===== src/rtl/if_id_skid_reg_pkg.sv =====
// Shared defaults and occupancy encoding for the IF/ID skid register.
// Imported by the interface, the slot sub-module and the top level.
package if_id_pkg;

    localparam int INSTR_W_DEF = 32;
    localparam int PC_W_DEF    = 32;
    localparam int CNT_W_DEF   = 16;

    localparam logic [INSTR_W_DEF-1:0] NOP_INSTR_DEF = '0;

    localparam logic [1:0] ST_EMPTY = 2'd0;
    localparam logic [1:0] ST_ONE   = 2'd1;
    localparam logic [1:0] ST_FULL  = 2'd2;

    typedef enum logic [1:0] {
        OCC_EMPTY = ST_EMPTY,
        OCC_ONE   = ST_ONE,
        OCC_FULL  = ST_FULL
    } occ_e;

endpackage


===== src/rtl/if_id_skid_reg_if.sv =====
// Valid/ready instruction stream carrying an instruction and its PC+4.
// The producer uses the master modport, the consumer the slave modport.
interface if_id_skid_reg_if
    import if_id_pkg::*;
#(
    parameter int INSTR_W = INSTR_W_DEF,
    parameter int PC_W    = PC_W_DEF
);

    logic               valid;
    logic               ready;
    logic [INSTR_W-1:0] instr;
    logic [PC_W-1:0]    pc4;

    modport master (
        output valid,
        output instr,
        output pc4,
        input  ready
    );

    modport slave (
        input  valid,
        input  instr,
        input  pc4,
        output ready
    );

endinterface


===== src/rtl/if_id_skid_reg_slot.sv =====
// One storage slot: a valid flag plus a payload register.
// Clear beats load; the payload keeps its last value when not loaded.
module if_id_slot
    import if_id_pkg::*;
#(
    parameter int W = INSTR_W_DEF + PC_W_DEF
) (
    input  logic         clk,
    input  logic         rst,
    input  logic         clr_i,
    input  logic         ld_i,
    input  logic [W-1:0] d_i,
    output logic         vld_o,
    output logic [W-1:0] q_o
);

    logic         vld_q;
    logic         vld_d;
    logic [W-1:0] data_q;

    always_comb begin
        vld_d = vld_q;
        if (clr_i) begin
            vld_d = 1'b0;
        end else if (ld_i) begin
            vld_d = 1'b1;
        end
    end

    always_ff @(posedge clk) begin
        if (!rst) begin
            vld_q <= 1'b0;
        end else begin
            vld_q <= vld_d;
        end
    end

    // Payload needs no reset: consumers only look at it while vld_o is set.
    always_ff @(posedge clk) begin
        if (ld_i && !clr_i) begin
            data_q <= d_i;
        end
    end

    assign vld_o = vld_q;
    assign q_o   = data_q;

endmodule


===== src/rtl/if_id_skid_reg.sv =====
// IF/ID pipeline register with a two-entry skid buffer and branch flush.
// Optional saturating stall counter enabled by defining IF_ID_STALL_CNT_EN.
module if_id_skid_reg
    import if_id_pkg::*;
#(
    parameter int                 INSTR_W   = INSTR_W_DEF,
    parameter int                 PC_W      = PC_W_DEF,
    parameter logic [INSTR_W-1:0] NOP_INSTR = INSTR_W'(NOP_INSTR_DEF)
`ifdef IF_ID_STALL_CNT_EN
    ,
    parameter int                 CNT_W     = CNT_W_DEF
`endif
) (
    input  logic              clk,
    input  logic              rst,
    if_id_skid_reg_if.slave   in_if,
    if_id_skid_reg_if.master  out_if,
    input  logic              flush
`ifdef IF_ID_STALL_CNT_EN
    ,
    output logic [CNT_W-1:0]  stall_cnt
`endif
);

    localparam int PL_W = INSTR_W + PC_W;

    occ_e            state_q;
    occ_e            state_d;
    logic            acc;
    logic            drn;
    logic            main_ld;
    logic            main_clr;
    logic            main_from_skid;
    logic            skid_ld;
    logic            skid_clr;
    logic            main_vld;
    logic            skid_vld;
    logic [PL_W-1:0] in_pl;
    logic [PL_W-1:0] main_din;
    logic [PL_W-1:0] main_pl;
    logic [PL_W-1:0] skid_pl;

    // Ready depends only on registered occupancy, never on out_ready.
    assign in_if.ready = rst & ~skid_vld;
    assign acc         = in_if.valid & in_if.ready;
    assign drn         = main_vld & out_if.ready;
    assign in_pl       = {in_if.instr, in_if.pc4};
    assign main_din    = main_from_skid ? skid_pl : in_pl;

    always_comb begin
        state_d        = state_q;
        main_ld        = 1'b0;
        main_clr       = 1'b0;
        main_from_skid = 1'b0;
        skid_ld        = 1'b0;
        skid_clr       = 1'b0;
        case (state_q)
            OCC_EMPTY: begin
                if (acc) begin
                    state_d = OCC_ONE;
                    main_ld = 1'b1;
                end
            end
            OCC_ONE: begin
                if (acc && drn) begin
                    main_ld = 1'b1;
                end else if (acc) begin
                    state_d = OCC_FULL;
                    skid_ld = 1'b1;
                end else if (drn) begin
                    state_d  = OCC_EMPTY;
                    main_clr = 1'b1;
                end
            end
            OCC_FULL: begin
                if (drn) begin
                    state_d        = OCC_ONE;
                    main_ld        = 1'b1;
                    main_from_skid = 1'b1;
                    skid_clr       = 1'b1;
                end
            end
            default: begin
                state_d  = OCC_EMPTY;
                main_clr = 1'b1;
                skid_clr = 1'b1;
            end
        endcase
        // Flush overrides every other event, including a beat accepted this cycle.
        if (flush) begin
            state_d        = OCC_EMPTY;
            main_ld        = 1'b0;
            main_from_skid = 1'b0;
            skid_ld        = 1'b0;
            main_clr       = 1'b1;
            skid_clr       = 1'b1;
        end
    end

    always_ff @(posedge clk) begin
        if (!rst) begin
            state_q <= OCC_EMPTY;
        end else begin
            state_q <= state_d;
        end
    end

    if_id_slot #(.W(PL_W)) u_main (
        .clk   (clk),
        .rst   (rst),
        .clr_i (main_clr),
        .ld_i  (main_ld),
        .d_i   (main_din),
        .vld_o (main_vld),
        .q_o   (main_pl)
    );

    if_id_slot #(.W(PL_W)) u_skid (
        .clk   (clk),
        .rst   (rst),
        .clr_i (skid_clr),
        .ld_i  (skid_ld),
        .d_i   (in_pl),
        .vld_o (skid_vld),
        .q_o   (skid_pl)
    );

    // Decode sees a NOP bubble whenever the main slot is empty.
    assign out_if.valid = main_vld;
    assign out_if.instr = main_vld ? main_pl[PL_W-1:PC_W] : NOP_INSTR;
    assign out_if.pc4   = main_vld ? main_pl[PC_W-1:0]    : '0;

`ifdef IF_ID_STALL_CNT_EN
    logic [CNT_W-1:0] cnt_q;
    logic [CNT_W-1:0] cnt_d;

    function automatic logic [CNT_W-1:0] sat_inc(input logic [CNT_W-1:0] v);
        return (&v) ? v : v + CNT_W'(1);
    endfunction

    assign cnt_d = (main_vld && !out_if.ready) ? sat_inc(cnt_q) : cnt_q;

    // Only reset clears the counter; flush deliberately leaves it alone.
    always_ff @(posedge clk) begin
        if (!rst) begin
            cnt_q <= '0;
        end else begin
            cnt_q <= cnt_d;
        end
    end

    assign stall_cnt = cnt_q;
`endif

endmodule

===== src/flat_wrapper.sv =====
// flat-port wrapper written by rule: the top's interface ports become plain ports
module if_id_skid_reg_flat import if_id_pkg::*;
#(
    parameter int                 INSTR_W   = INSTR_W_DEF,
    parameter int                 PC_W      = PC_W_DEF,
    parameter logic [INSTR_W-1:0] NOP_INSTR = INSTR_W'(NOP_INSTR_DEF)

)
  (clk, rst, flush, in_if_valid, in_if_instr, in_if_pc4, in_if_ready, out_if_valid, out_if_instr, out_if_pc4, out_if_ready);
  if_id_skid_reg_if #(.INSTR_W(INSTR_W), .PC_W(PC_W)) in_if_i ();
  if_id_skid_reg_if #(.INSTR_W(INSTR_W), .PC_W(PC_W)) out_if_i ();
  input  logic clk;
  input  logic rst;
  input  logic flush;
  input wire logic [$bits(in_if_i.valid)-1:0] in_if_valid;
  input wire logic [$bits(in_if_i.instr)-1:0] in_if_instr;
  input wire logic [$bits(in_if_i.pc4)-1:0] in_if_pc4;
  output wire logic [$bits(in_if_i.ready)-1:0] in_if_ready;
  output wire logic [$bits(out_if_i.valid)-1:0] out_if_valid;
  output wire logic [$bits(out_if_i.instr)-1:0] out_if_instr;
  output wire logic [$bits(out_if_i.pc4)-1:0] out_if_pc4;
  input wire logic [$bits(out_if_i.ready)-1:0] out_if_ready;
  assign in_if_i.valid = in_if_valid;
  assign in_if_i.instr = in_if_instr;
  assign in_if_i.pc4 = in_if_pc4;
  assign in_if_ready = in_if_i.ready;
  assign out_if_valid = out_if_i.valid;
  assign out_if_instr = out_if_i.instr;
  assign out_if_pc4 = out_if_i.pc4;
  assign out_if_i.ready = out_if_ready;
  if_id_skid_reg #(.INSTR_W(INSTR_W), .PC_W(PC_W), .NOP_INSTR(NOP_INSTR)) u_core (.clk(clk), .rst(rst), .in_if(in_if_i), .out_if(out_if_i), .flush(flush));
endmodule

===== config.mk =====
export PLATFORM = sky130hd
export DESIGN_NAME = if_id_skid_reg_flat
export DESIGN_NICKNAME = d
export VERILOG_FILES = /design/src/rtl/if_id_skid_reg_pkg.sv /design/src/rtl/if_id_skid_reg_if.sv /design/src/rtl/if_id_skid_reg_slot.sv /design/src/rtl/if_id_skid_reg.sv /design/src/flat_wrapper.sv
export SDC_FILE = /design/constraint.sdc
export NUM_CORES = 1
export LEC_CHECK = 0
export ABC_AREA = 1
export CORE_ASPECT_RATIO = 1.5
export CORE_MARGIN = 5
export CORE_UTILIZATION = 45
export CTS_BUF_LIST = sky130_fd_sc_hd__clkbuf_16
export DETAILED_ROUTE_END_ITERATION = 16
export GPL_TIMING_DRIVEN = 0
export PLACE_DENSITY = 0.8
export SLEW_MARGIN = 40
export SYNTH_ARGS = -nofsm -noshare
export SYNTH_HDL_FRONTEND = slang
export SYNTH_SLANG_ARGS = --single-unit

===== constraint.sdc =====
create_clock -name clk -period 2.66 [get_ports clk]
set_input_delay 0.665 -clock clk [delete_from_list [all_inputs] [get_ports clk]]
set_output_delay 0.665 -clock clk [all_outputs]
set_load 0.05 [all_outputs]

* Word-level counts from Yosys, hierarchy flattened
Cells that the tools add are included.
Storage, ports and cells: output and inout port bits 66, memories 0, memory bits (writable) 0, word-level logic and storage cells 53, bits in registers 132, latch bits 0, bits in read-only memories 0, bits of input ports 69
Cells by class: equality and inequality tests 6, $mul 0, divide/modulo/power cells 0, bitwise logic cells 5, mux-type cells 25, shift operators 0, magnitude comparators 0, reduce and logical (&&, ||, !) cells 12, add/subtract/negate cells 0
Operators by type and width (count):
- two-way mux 32 bit | 2
- two-way mux 64 bit | 1
- two-way mux 1 bit | 13
- two-way mux 2 bit | 5
- OR reduction 2 bit | 5
- one-hot mux 2 bit (3 select lines) | 1
- inequality test 2 x 1 -> 1 bit (second input constant) | 2
- one-hot mux 1 bit (2 select lines) | 2
- AND reduction 4 bit | 1
- bitwise AND 1 bit | 3
- logical AND 1 bit | 3
- inequality test 3 x 1 -> 1 bit (second input constant) | 1
- one-hot mux 1 bit (3 select lines) | 1
- == test 2 x 1 -> 1 bit (second input constant) | 1
- == test 2 bit (second input constant) | 1
- zero test 1 bit | 2
- zero test 2 bit | 1
- inequality test 2 bit (second input constant) | 1
- inverter 1 bit | 2

* Longest topological paths before layout
Gate-level depths: netlist of the first run.
word-level depth 9, gate-level depth with buffers 7, depth with buffers taken out 6

* By module
From an unflattened synthesis of the first run, not the netlist that was laid out.
Unflattened totals: cells, all modules 521, area, all modules 5824.3 sq um
Modules (own cells, without submodules):
- if_id_slot | instances 2, cells each 71, area each 1964.4 sq um, seq. area each 1941.9 sq um
- if_id_skid_reg | instances 1, cells each 379, area each 1895.6 sq um, seq. area each 40.0 sq um

* Least setup slack after synthesis of the first run
OpenSTA, ideal clock, no wires.
kind reg2reg, start register u_core.u_main.vld_q (netlist: u_core.u_main.vld_o), end register u_core.u_main.data_q[0] (netlist: u_core.u_main.q_o[0]), enable pin, data required time 2.242 ns, path slack -0.093 ns, buffers on the path 0, library setup time 0.418 ns, cell stages (with the launch flop) 7, clock period less this slack 2.753 ns, arrival time 2.334 ns, path through dfxtp_1 > nand2_1 > inv_2 > nand3_1 > nand2_1 > nand2_1 > inv_1
Between the ends: word-level cells in the longest chain between the ends 8, elaborated cells between the ends (all ways) 12, those cells by class 8 x mux; 1 x bitwise; 3 x reduce/logical
RTL lines:
- from (decl) | line if_id_skid_reg_slot.sv:17 | logic vld_q;
- from (signal assigned) | line if_id_skid_reg_slot.sv:34 | vld_q <= vld_d;
- bitwise AND 1 bit (*) | line if_id_skid_reg.sv:46 | assign drn = main_vld & out_if.ready;
- two-way mux 1 bit | line if_id_skid_reg.sv:70, if_id_skid_reg.sv:76
- two-way mux 1 bit | line if_id_skid_reg.sv:67 | end else if (acc) begin
- two-way mux 1 bit | line if_id_skid_reg.sv:65 | if (acc && drn) begin
- one-hot mux 1 bit (2 select lines) | line if_id_skid_reg.sv:57 | case (state_q)
- two-way mux 1 bit | line if_id_skid_reg.sv:90 | if (flush) begin
- zero test 1 bit | line if_id_skid_reg_slot.sv:40 | if (ld_i && !clr_i) begin
- logical AND 1 bit (*) | line if_id_skid_reg_slot.sv:40
- to (signal assigned) | line if_id_skid_reg_slot.sv:41 | data_q <= d_i;
- to (decl) | line if_id_skid_reg_slot.sv:19 | logic [W-1:0] data_q;
Every way passes the cells marked *; elsewhere a longest branch is shown, timed or not. A chain may end at the register's enable or synchronous reset.

* Worst setup path in the final report of the first run
start input port rst, end output port in_if_ready
Between the ends: word-level cells in the longest chain between the ends 1
RTL lines:
- from (decl) | line flat_wrapper.sv:13 | input logic rst;
- bitwise AND 1 bit | line if_id_skid_reg.sv:44 | assign in_if.ready = rst & ~skid_vld;
- to (decl) | line flat_wrapper.sv:18 | output wire logic [$bits(in_if_i.ready)-1:0] in_if_ready;
No other way between the ends.

==> results of run 1 <==
==> routing by layer <==
metal  vias up  global-route usage
met5         -                   0
met4         0               0.100
met3        36              0.0444
met2       132               0.340
met1      1898               0.191
li1       1921                   -
==> logic make-up (layout without fill, tap and decap cells) <==
logic type,count (synthesis),in the layout,share of synthesized area
compound gates,69,69,0.0873
buf+inv,159,329,0.120
flops,132,132,0.691
simple gates,150,150,0.102
==> state kept, by name (all words and copies together) (netlist names) <==
signal / count
u_core.u_main.q_o: 64
u_core.state_q: 2
u_core.u_skid.q_o: 64
u_core.u_skid.vld_o: 1
u_core.u_main.vld_o: 1
==> cells in the mapped netlist <==
cell,instances,area share
nand4_1,2,0.0022
o21ai_1,24,0.021
buf_6,7,0.014
inv_2,1,0.00066
nor2_1,6,0.0040
nand2_1,135,0.089
a21oi_1,3,0.0026
dfxtp_1,4,0.014
clkbuf_1,2,0.0013
buf_4,6,0.0079
nand3_1,6,0.0053
nor3b_1,1,0.0013
o21ai_0,2,0.0018
buf_2,6,0.0053
inv_1,137,0.091
edfxtp_1,128,0.68
o21ai_2,40,0.062
==> metrics by stage <==
stage,instances,setup TNS [ps]
floorplan,510,0
global placement,800,-87670
detailed placement,804,-7210
CTS,836,0
global route,836,0
finish,836,0
==> layout make-up <==
cell class / instances / area (um^2)
repair buffers: 138 / 1480
well taps: 156 / 195
clock inverters: 15 / 149
fillers: 957 / 4510
clock buffers: 17 / 425
plain buffers: 21 / 169
flip-flops and latches: 132 / 3920
multi-input cells: 219 / 1070
inverters: 138 / 526
==> final timing paths <==
kind	to	cells past startpoint	from	slack [ps]
min	u_core.u_skid.vld_o	2	u_core.u_skid.vld_o	540
max	in_if_ready	4	rst	60
min reg2reg	u_core.u_skid.vld_o	2	u_core.u_skid.vld_o	540
max reg2reg	u_core.u_skid.q_o[31]	6	u_core.u_main.vld_o	690
==> power by group <==
group | internal [mW] | switching [mW]
Combinational | 0.151 | 0.161
Sequential | 2.32 | 0.0103
Clock | 1.45 | 0.819
Total | 3.92 | 0.990
==> critical path, stage by stage <==
cell             delay, ps
clkdlybuf4s50_1        550
inv_1                   80
nor2_1                  90
dlygate4sd2_1          550
==> repair_timing <==
item | in CTS | in global routing
endpoints found under the setup margin | 65 | 34
hold endpoints to repair | 0 | 0
gates resized for setup | 167 | 3
setup buffers | 0 | 0
==> run metrics, run 1 <==
status finished clean; Worst-Skew Late Latency 400 ps; critical path class in2out; Port Buffers 134; CTS tree built; max cap viols 0; largest net degree at the start of global routing 27; Setup Skew 6.92 ps; post-synth cell types 17; final-report hold violation count 0; cell count after synthesis 510; Setup crit start kind input port; most frequent cells in the layout inv_1, nand2_1, edfxtp_1, clkdlybuf4s50_1, clkdlybuf4s15_2; total power 4.91 mW; PD cells 618 nW/um^2; DP Worst Slack -205 ps; TritonCTS buffer count 17; M1 WL 4.66 mm; Placer Congestion 0.803; vias in the first global route 4298; worst vdd ir 0.000440 V; Top Ports 135; syn_nets 579; CP required 2000 ps; synthesized cell area 5680 um^2; Overflow after GRT 0; die area 15000 um^2; 1st-pass router iterations 5; RSZ-0062 raised after global routing false; post-synthesis register bit count 132; yosys warns 0; Total Routing Usage GR 0.187; Placed Instance Area 7320 um^2; Crit. End Element output port; Chip Height 148 um; DRC errors left 0; core area 12400 um^2; Max Clock Freq 385 MHz; Relative slew margins 0.631; WHS 536 ps; Final ANT Viol Nets 0; syn avg cell area 11.1 um^2; worst setup margin 63.7 ps; design area 7940 um^2; # diodes 0; drt via density 4.77; commonest non-fill, non-tap cell in the layout inv_1; setup violators final 0; via count 3987; initial antenna violation count 0; Final period util 0.976; share of post-route cells with drive strength above 1 0.212; CP Data Arrival Time 1930 ps; Pleak 3.69 nW; area growth from synthesis to layout 39.9%; Die W 102 um; Final Util 0.638; Clock transition at path regs 60 ps; sequential fraction of the synthesis area 0.691; Iter 0 DRT Violations 201; peak fanout along the critical path 5; Slew @ Worst Pin 556 ps; final WL 13.2 mm; first-pass GRT wire length 21.1 mm; htree depth 4; routed wl met2 7.33 mm; Final Max Slew Viols 0; fin nets 736; DP Wirelength 9.44 mm; CTS Sinks 132; DR WL met3 636 um; Clock Tree Buf Depth 2; Starting Density 0.456; post-layout min period 2600 ps; worst min path class reg2reg; Max Used Layer met4; Root Buffer Master clkbuf_16; Post-CTS Hold Fix Bufs 0; Std-Cell Rows 50; DR WL/cell 15.8 um
Note: power is estimated with default switching activity, not from simulation.
==> run 2, diff against run 1 <==
- GPL_ROUTABILITY_DRIVEN: not set -> 0
- SYNTH_HIERARCHICAL: not set -> 1
==> run 2 against run 1 <==
- cell area rose by 2.1%
- synthesized cell count grew 2.2%
- register-to-register slack worse by 100 ps
- global-route usage shrank 1.4 points
- critical path depth unchanged
==> run metrics, run 2 <==
peak fanout along the critical path 5; Setup crit start kind input port; # diodes 0; area growth from synthesis to layout 39.2%; GRT met3 Usage 0.0501; drt via density 4.67; largest net degree at the start of global routing 21; sequential power share 0.488; Std-Cell Rows 51; setup TNS 0 ps; Comb power frac 0.065; GRT met2 Usage 0.308; WHS 502 ps; Layout fillers 992; Worst-Skew Late Latency 400 ps; max cap viols 0; Iter 0 DRT Violations 162; post-synth cell types 16; most frequent cells in the layout nand2_1, inv_1, edfxtp_1, clkdlybuf4s50_1; design area 8110 um^2; Synth area leader edfxtp_1; commonest non-fill, non-tap cell in the layout nand2_1; Final ANT Viol Nets 0; CTS Sinks 132; TritonCTS buffer count 17; post-synth top area share 0.660; syn avg cell area 11.2 um^2; busiest layer in global routing met2; core area 12800 um^2; vias in the first global route 4316; Clock transition at path regs 60 ps; DP Wirelength 9.46 mm; critical path class in2out; worst vdd ir 0.000421 V; final-report hold violation count 0; Post-synth top cells nand2_1, inv_1, edfxtp_1; post-synthesis register bit count 132; Placed Instance Area 7490 um^2; Port Buffers 134; Post-synth EDFFs 128; Top Ports 135; cell count after synthesis 521; status finished clean; yosys warns 6; first-pass GRT wire length 20.5 mm; DR WL/cell 15.0 um; Total Routing Usage GR 0.173; Chip Height 149 um; Slew @ Worst Pin 574 ps; CTS tree built; worst min path class reg2reg; Crit. End Element output port; largest cells by area after synthesis edfxtp_1, nand2_1, o21ai_2; sw frac 0.213; htree depth 4; die area 15400 um^2; Final Max Slew Viols 0; Final Util 0.632; initial antenna violation count 0; Overflow after GRT 0; PD cells 584 nW/um^2; Post-CTS Hold Fix Bufs 0; Die W 103 um; share of post-route cells with drive strength above 1 0.264; setup violators final 0; CP required 2000 ps; Max Clock Freq 388 MHz; total power 4.74 mW; Final period util 0.970; sequential fraction of the synthesis area 0.674; Relative slew margins 0.616; final WL 12.8 mm; clock share of power 0.447; Pleak 3.69 nW; most common cell in the netlist nand2_1; Int Power 3.73 mW; Root Buffer Master clkbuf_16; 1st-pass router iterations 4; via count 3980; DRC errors left 0; Setup Skew 6.54 ps; top_reg_cell synth edfxtp_1; Starting Density 0.454; synthesized cell area 5820 um^2; grt met1 use 0.193; fin nets 749; CP Data Arrival Time 1910 ps; post-synthesis async set-or-reset flop share 0; Clock Tree Buf Depth 2; Net Sw Power 1.01 mW; post-layout min period 2580 ps; syn_nets 590
run 2: changes by cell type after synthesis, moves of 2 or more:
cell      previous run  this run
nand4_1              2         0
o21ai_2             40        60
buf_4                6         1
buf_2                6         8
nor2_1               6        11
nand2_1            135       140
clkbuf_1             2         0
o21ai_1             24         4
buf_6                7        13
run 2: what timing repair did:
item | in CTS | in global routing
resized for setup | 185 | 1
setup endpoints to repair | 65 | 19
setup buffers | 0 | 0
run 2: stage by stage:
step	worst slack [ps]	std cells
floorplan	58.4	521
global placement	-953	814
detailed placement	-228	820
CTS	33.0	852
global route	-4.18	852
finish	80.9	852
run 2: layout make-up:
cell class,instances,area [um^2],share of cell area
Tap cell,159,199,0.0245
Multi-Input combinational cell,227,1200,0.148
Buffer,22,196,0.0242
Clock buffer,17,425,0.0525
Timing Repair Buffer,140,1530,0.188
Clock inverter,15,116,0.0144
Sequential cell,132,3920,0.484
Inverter,140,526,0.0648
run 2: worst paths after layout:
| path | startpoint | to | slack [ps] | depth (start not counted) |
|---|---|---|---|---|
| max | rst | in_if_ready | 80 | 4 |
| min | u_core/u_skid/vld_o | u_core/u_skid/vld_o | 500 | 2 |
| max reg2reg | u_core/u_main/vld_o | u_core/u_main/q_o[42] | 590 | 7 |
| min reg2reg | u_core/u_skid/vld_o | u_core/u_skid/vld_o | 500 | 2 |
run 2: critical path, stage by stage:
cell             delay [ps]
clkdlybuf4s50_1         560
nand2_1                 110
inv_1                    60
dlygate4sd2_1           520
run 2: kinds of logic (layout without fill, tap and decap cells):
| group | Yosys count | after routing | synth area share |
|---|---|---|---|
| AND/OR/NAND/NOR | 159 | 159 | 0.106 |
| AO/OA/AOI/OAI | 68 | 68 | 0.0971 |
| flip-flops | 132 | 132 | 0.674 |
| buffers and inverters | 162 | 334 | 0.124 |
run 2: power by group through the flow:
stage,Combinational [mW],Sequential (mW),Clock (mW)
floorplan,0.139,2.36,0
global placement,0.295,2.36,0
detailed placement,0.312,2.36,0
CTS,0.310,2.31,2.16
global route,0.332,2.31,2.25
finish,0.308,2.31,2.12
run 2: per-layer routing:
layer | vias up | wire length, um
met5 | - | 0
met4 | 0 | 249
met3 | 20 | 797
met2 | 119 | 6990
met1 | 1894 | 4730
li1 | 1947 | -
==> run 3, diff against run 2 <==
- CORE_MARGIN: 5 -> 2
==> run 3 against run 2 <==
- non-clock buffer count rose by 5
- core utilization rose by 0.16 points
- global-route usage rose by 1.3 points
- routed wire length fell by 1.4%
- setup slack improved by 3.4 ps
- clock power rose by 16%
- largest power group is now the clock network
- highest routed layer is now met5
==> run metrics, run 3 (synthesized netlist as in run 2, its figures left out) <==
PD cells 636 nW/um^2; Slew @ Worst Pin 511 ps; via count 4014; Final period util 0.968; Std-Cell Rows 50; CP required 2000 ps; DP Wirelength 9.16 mm; crit-path max cell delay 550 ps; max cap viols 0; worst min path class reg2reg; TritonCTS buffer count 17; Total Routing Usage GR 0.186; 1st-pass router iterations 5; Final Max Slew Viols 0; Chip Height 143 um; Worst-Skew Late Latency 400 ps; first-pass GRT wire length 20.2 mm; Iter 0 DRT Violations 154; drt via density 4.70; core area 12600 um^2; commonest non-fill, non-tap cell in the layout nand2_1; die area 13900 um^2; status finished clean; DP Worst Slack -368 ps; setup violators final 0; area growth from synthesis to layout 36.8%; worst vdd ir 0.000439 V; DRC errors left 0; # diodes 0; worst r2r src u_core/u_skid/vld_o; Final ANT Viol Nets 0; share of post-route cells with drive strength above 1 0.271; worst setup margin 84.3 ps; Post-CTS Hold Fix Bufs 0; Placed Instance Area 7480 um^2; Top Ports 135; Final Util 0.634; Starting Density 0.463; design area 7970 um^2; Worst Setup SP rst; Setup crit start kind input port; most frequent cells in the layout nand2_1, inv_1, edfxtp_1, clkdlybuf4s50_1, o21ai_2; setup TNS 0 ps; Cell Chain, Critical Path clkdlybuf4s50_1 -> nand2_1 -> inv_1 -> dlygate4sd2_1; Pleak 3.80 nW; post-layout min period 2580 ps; CP Data Arrival Time 1910 ps; Root Buffer Master clkbuf_16; Port Buffers 134; Clock Tree Buf Depth 2; vias in the first global route 4167; DR WL/cell 14.7 um; CTS Sinks 132; final WL 12.6 mm; Crit. End Element output port; Relative slew margins 0.661; HP Start u_core/u_skid/vld_o; Die W 96.9 um; htree depth 4; Overflow after GRT 0; peak fanout along the critical path 5; largest net degree at the start of global routing 22; Max Clock Freq 388 MHz; final-report hold violation count 0; critical path class in2out; initial antenna violation count 1; fin nets 754; Setup Skew 5.70 ps; Clock transition at path regs 60 ps; critical path's slowest cell clkdlybuf4s50_1; CTS tree built; RSZ-0062 raised after global routing false
-- run 3: worst paths after layout --
kind                           end  slack [ps]  depth (start not counted)
min reg2reg    u_core/u_skid/vld_o         500                          2
max                    in_if_ready          80                          4
min            u_core/u_skid/vld_o         500                          2
max reg2reg  u_core/u_main/q_o[35]         730                          9
-- run 3: cell type report --
type	instances	area, um^2
inverter	140	526
multi-input combinational	227	1200
sequential	132	3920
clock inverter	15	206
tap	156	195
clock buffer	17	425
fill	993	4610
timing repair buffer	145	1300
buffer	22	196
-- run 3: what timing repair did --
item,4_1_cts,5_1_grt
buffers inserted,0,5
resized for setup,128,58
setup endpoints to repair,65,72
pin swaps,0,2
-- run 3: metal layers --
layer,track usage,part of all wire,vias up
met3,0.0486,0.047,29
met1,0.200,0.38,1884
met2,0.342,0.54,137
li1,-,-,1962
met4,0.0823,0.028,2
met5,0,0.0010,-
-- run 3: critical path, delay by kind of cell --
family / cells / cell delay, ps
buf+inv: 3 / 1130
simple gates: 1 / 110
-- run 3: metrics by stage --
step / cells / power, mW / hold slack (ps)
2_1_floorplan: 521 / 2.49 / 455
3_3_place_gp: 811 / 2.65 / 469
3_5_place_dp: 817 / 2.67 / 487
4_1_cts: 849 / 5.13 / 501
5_1_grt: 854 / 5.23 / 568
6_report: 854 / 5.07 / 500
-- run 3: power breakdown --
group | internal (mW) | switching [mW] | total, mW
clock | 1.58 | 0.873 | 2.45
combinational | 0.149 | 0.157 | 0.306
sequential | 2.31 | 0.00684 | 2.31
